[src/rtl/mem_port_arbiter.sv]
// rtl/mem_port_arbiter.sv - round-robin line-transfer arbiter between two cache controllers and one memory port
// Winner owns the port for a whole line: one IDLE cycle, BEATS acked beats, one DONE cycle.
module mem_port_arbiter #(
  parameter int ADDRESS_WIDTH = 32,
  parameter int DATA_WIDTH    = 32,
  parameter int OFFSET_WIDTH  = 6,
  parameter int BEATS         = (2**OFFSET_WIDTH) / (DATA_WIDTH/8)
) (
  input  logic                     clk,
  input  logic                     reset,
  input  logic                     req0,
  input  logic                     req1,
  input  logic                     we0,
  input  logic                     we1,
  input  logic [ADDRESS_WIDTH-1:0] addr0,
  input  logic [ADDRESS_WIDTH-1:0] addr1,
  input  logic [DATA_WIDTH-1:0]    wdata0,
  input  logic [DATA_WIDTH-1:0]    wdata1,
  output logic                     gnt0,
  output logic                     gnt1,
  output logic                     beat0,
  output logic                     beat1,
  output logic                     done0,
  output logic                     done1,
  output logic [OFFSET_WIDTH-1:0]  beat_idx,
  output logic [DATA_WIDTH-1:0]    rdata,
  output logic                     mem_req,
  output logic                     mem_we,
  output logic [ADDRESS_WIDTH-1:0] mem_addr,
  output logic [DATA_WIDTH-1:0]    mem_wdata,
  input  logic [DATA_WIDTH-1:0]    mem_rdata,
  input  logic                     mem_ack
);

  localparam int BYTES = DATA_WIDTH / 8;
  localparam logic [ADDRESS_WIDTH-1:0] LINE_MASK =
    ~((ADDRESS_WIDTH'(1) << OFFSET_WIDTH) - ADDRESS_WIDTH'(1));

  typedef enum logic [1:0] {IDLE, BURST, DONE} state_t;

  state_t                   state, state_next;
  logic                     owner, owner_next;
  logic                     last_grant, last_grant_next;
  logic                     we_lat, we_next;
  logic [ADDRESS_WIDTH-1:0] base, base_next;
  logic [OFFSET_WIDTH-1:0]  beat_cnt, beat_cnt_next;
  logic                     pick;

  // Tie goes to whoever was not granted last; a lone requester always wins.
  assign pick = req1 & (~req0 | ~last_grant);

  always_ff @(posedge clk) begin
    if (reset) begin
      state      <= IDLE;
      owner      <= 1'b0;
      last_grant <= 1'b1;
      we_lat     <= 1'b0;
      base       <= '0;
      beat_cnt   <= '0;
    end else begin
      state      <= state_next;
      owner      <= owner_next;
      last_grant <= last_grant_next;
      we_lat     <= we_next;
      base       <= base_next;
      beat_cnt   <= beat_cnt_next;
    end
  end

  always_comb begin
    state_next      = state;
    owner_next      = owner;
    last_grant_next = last_grant;
    we_next         = we_lat;
    base_next       = base;
    beat_cnt_next   = beat_cnt;
    gnt0            = 1'b0;
    gnt1            = 1'b0;
    beat0           = 1'b0;
    beat1           = 1'b0;
    done0           = 1'b0;
    done1           = 1'b0;
    beat_idx        = '0;
    rdata           = '0;
    mem_req         = 1'b0;
    mem_we          = 1'b0;
    mem_addr        = '0;
    mem_wdata       = '0;

    case (state)
      IDLE: begin
        if (req0 || req1) begin
          owner_next    = pick;
          we_next       = pick ? we1 : we0;
          base_next     = (pick ? addr1 : addr0) & LINE_MASK;
          beat_cnt_next = '0;
          state_next    = BURST;
        end
      end
      BURST: begin
        gnt0      = ~owner;
        gnt1      = owner;
        mem_req   = 1'b1;
        mem_we    = we_lat;
        mem_addr  = base + ADDRESS_WIDTH'(beat_cnt) * ADDRESS_WIDTH'(BYTES);
        mem_wdata = owner ? wdata1 : wdata0;
        beat_idx  = beat_cnt;
        if (mem_ack) begin
          beat0         = ~owner;
          beat1         = owner;
          rdata         = mem_rdata;
          beat_cnt_next = beat_cnt + 1'b1;
          if (beat_cnt == OFFSET_WIDTH'(BEATS - 1)) state_next = DONE;
        end
      end
      DONE: begin
        gnt0            = ~owner;
        gnt1            = owner;
        done0           = ~owner;
        done1           = owner;
        last_grant_next = owner;
        state_next      = IDLE;
      end
      default: state_next = IDLE;
    endcase
  end

endmodule

[config.mk]
export PLATFORM = sky130hd
export DESIGN_NAME = mem_port_arbiter
export DESIGN_NICKNAME = d
export VERILOG_FILES = /design/src/rtl/mem_port_arbiter.sv
export SDC_FILE = /design/constraint.sdc
export NUM_CORES = 1
export LEC_CHECK = 0
export BUFFER_PORTS_ARGS = -buffer_cell sky130_fd_sc_hd__buf_4
export CAP_MARGIN = 0
export CORE_AREA = 2 2 108 110
export CTS_CLUSTER_DIAMETER = 100
export DETAILED_ROUTE_END_ITERATION = 10
export DIE_AREA = 0 0 110 112
export MAX_ROUTING_LAYER = met4
export PLACE_DENSITY = 0.73
export SLEW_MARGIN = 0
export SYNTH_ARGS = -nofsm -noshare
export SYNTH_HDL_FRONTEND = slang
export SYNTH_SLANG_ARGS = --single-unit
[constraint.sdc]
create_clock -name clk -period 3.02 [get_ports clk]
set_input_delay 0.453 -clock clk [delete_from_list [all_inputs] [get_ports clk]]
set_output_delay 0.453 -clock clk [all_outputs]
set_load 0.01 [all_outputs]
==> results.sh <==
export IMPL_worst_path_largest_cell_delay_ns=0.60
export IMPL_async_reset_ff_frac=0
export IMPL_grt_pass1_vias=3911
export IMPL_timing_final_hold_violations=0
export IMPL_hp_class="register to register"
export IMPL_synthTopCellsByCount="nor2_1 (79), mux2i_1 (61), dfxtp_1 (37), and3_1 (36), a211oi_1 (28)"
export IMPL_fp_coreArea_um2=11200
export IMPL_io_buffer_count=262
export IMPL_layout_setup_ws_ns=0.159
export IMPL_clk_latency_ns=0.28
export IMPL_place_ws_ns=0.373
export IMPL_syn_area_per_cell_um2=7.60
export IMPL_area_growth_pct=68.2
export IMPL_final_area_um2=5420
export IMPL_synth_area_um2=3220
export IMPL_required_ns=2.57
export IMPL_routed_via_density=5.12
export IMPL_firstDrtPassIters=4
export IMPL_vias=4113
export IMPL_wl_um=13400
export IMPL_cts_root_buf="clkbuf_16"
export IMPL_die_y_um=112
export IMPL_min_period_over_period=0.947
export IMPL_path_cells="ha_1 -> a21o_1 -> nand3_1 -> or4_2 -> a21oi_1 -> buf_4"
export IMPL_diodes=0
export IMPL_drtIter0Drc=315
export IMPL_yosys_area_top_type_share=0.230
export IMPL_grt_max_degree=56
export IMPL_postRouteAntennaNets=0
export IMPL_finalSetupViolCount=0
export IMPL_dp_hpwl_um=10700
export IMPL_cts_clk_slew_worst_paths_ns=0.06
export IMPL_die_area_um2=12300
export IMPL_numClockSinks=37
export IMPL_synthFlopType="dfxtp_1"
export IMPL_cts_tree="built"
export IMPL_ys_seq_elements=37
export IMPL_die_w_um=110
export IMPL_ctsHoldBuffers=0
export IMPL_finalNetCount=834
export IMPL_seq_area_frac_synth=0.230
export IMPL_run_status="completed"
export IMPL_dpl_cell_area_um2=5260
export IMPL_rows=39
export IMPL_synth_most_common_cell="nor2_1"
export IMPL_cts_inserted_buffers=5
export IMPL_crit_fanout=8
export IMPL_fin_skew_ns=0.00639
export IMPL_postSynthCellCount=424
export IMPL_yosysWarnings=0
export IMPL_ios=277
export IMPL_initial_core_util=0.288
export IMPL_slew_violations=0
export IMPL_path_class="register to primary output"
export IMPL_drive_above_1_share=0.440
export IMPL_max_clock_freq_mhz=349
export IMPL_max_slew_margin_rel=0.480
export IMPL_clockBufferDepth=2
export IMPL_start_kind="register"
export IMPL_antenna_found_initial=0
export IMPL_cap_violations=0
export IMPL_r2r_slack_ns=0.99
export IMPL_worstSetupEndpointType="primary output"
export IMPL_rsz0062_at_grt="no"
export IMPL_tns_ns=0
export IMPL_synth_edf_count=0
export IMPL_routedWlPerCell_um=16.6
export IMPL_crit_slowest_cell="or4_2"
export IMPL_gr_usage_all_layers=0.204
export IMPL_period_minus_slack_ns=2.86
export IMPL_grt_ovfl_total=0
export IMPL_worstPathArrival_ns=2.41
export IMPL_ir_drop_mv=0.288
export IMPL_power_density_nw_per_um2=459
export IMPL_drc=0
export IMPL_p_leak_nw=2.58
export IMPL_worstMarginPinSlew_ns=0.778
export IMPL_globalplace_congestion=0.907
export IMPL_synthTopCellsByArea="dfxtp_1 (23%), mux2i_1 (19%), nor2_1 (9.2%)"
export IMPL_synth_top_area_cell="dfxtp_1"
export IMPL_synth_distinct_cells=46
export IMPL_grt_pass1_wl_um=19300
export IMPL_h_tree_depth=2
==> through the flow <==
stage | util | cells | total power [mW] | hold WS, ns
6_report | 0.485 | 804 | 2.49 | 0.508
5_1_grt | 0.485 | 804 | 2.65 | 0.526
4_1_cts | 0.484 | 803 | 2.51 | 0.512
3_5_place_dp | 0.471 | 795 | 1.99 | 0.502
3_3_place_gp | 0.471 | 795 | 1.96 | 0.480
2_1_floorplan | - | 425 | 1.37 | 0.431
==> repair_timing <==
item	4_1_cts	5_1_grt
endpoints found under the hold margin	0	0
resized for setup	0	5
setup buffers	0	1
endpoints found under the setup margin	0	5
==> cell families after synthesis <==
family | count (synthesis) | share of synthesized area
other | 1 | 0.00116
adders and majority gates | 7 | 0.0295
buffers and inverters | 46 | 0.0625
DFF | 37 | 0.230
xor gates and xnor gates | 14 | 0.0380
and+or+nand+nor | 191 | 0.308
AOI/OAI and AO/OA | 66 | 0.138
muxes | 62 | 0.193
==> layout make-up <==
class	count	area, um2
clock inverters	3	17.5
fillers	1086	5750
inverters	5	18.8
repair buffers	269	2030
flip-flops and latches	37	743
multi-input cells	342	2300
clock buffers	5	125
well taps	143	179
==> flip-flops by register name (all words and copies together), names as in the netlist <==
signal / count
we_lat: 1
state: 2
owner: 1
base: 26
last_grant: 1
beat_cnt: 6
==> worst max-delay path, delay by kind of cell, from the launching register on <==
kind | cells | cell delay [ns]
AO/OA/AOI/OAI | 2 | 0.45
adder cells (fa/ha/maj) | 1 | 0.29
buffers and inverters | 1 | 0.15
flip-flops | 1 | 0.37
AND/OR/NAND/NOR | 2 | 0.87
==> placed cells by master, fill, tap and decap left out, types with 11 or more instances in the layout <==
| master | instances |
|---|---|
| buf_4 | 268 |
| nor2_1 | 79 |
| mux2i_1 | 61 |
| and3_1 | 36 |
| dfxtp_1 | 35 |
| a211oi_1 | 28 |
| a21oi_1 | 16 |
| nand4_1 | 14 |
| and2_1 | 11 |
| nand2_1 | 11 |
==> routing by layer <==
layer  vias to the layer above  share of wire  track usage
li1                       1999              -            -
met1                      1925           0.41        0.241
met2                       177           0.51        0.362
met3                        12          0.073       0.0304
met4                         0          0.012       0.0414
met5                         -              0            -
==> path summary, 6_finish.rpt <==
kind / startpoint / end / cells past startpoint
worst max-delay path: beat_cnt[5] / mem_addr[23] / 6
worst min-delay path: state[0] / state[0] / 2
worst max register to register: state[1] / base[28] / 6
worst min register to register: state[0] / state[0] / 2
==> power by group <==
group	internal, mW	leakage, nW	switching, mW
logic	0.615	2.20	0.658
registers	0.575	0.307	0.128
clock network	0.303	0.0696	0.210
total	1.49	2.58	0.996
No activity file was read; power rests on OpenSTA's default activity.
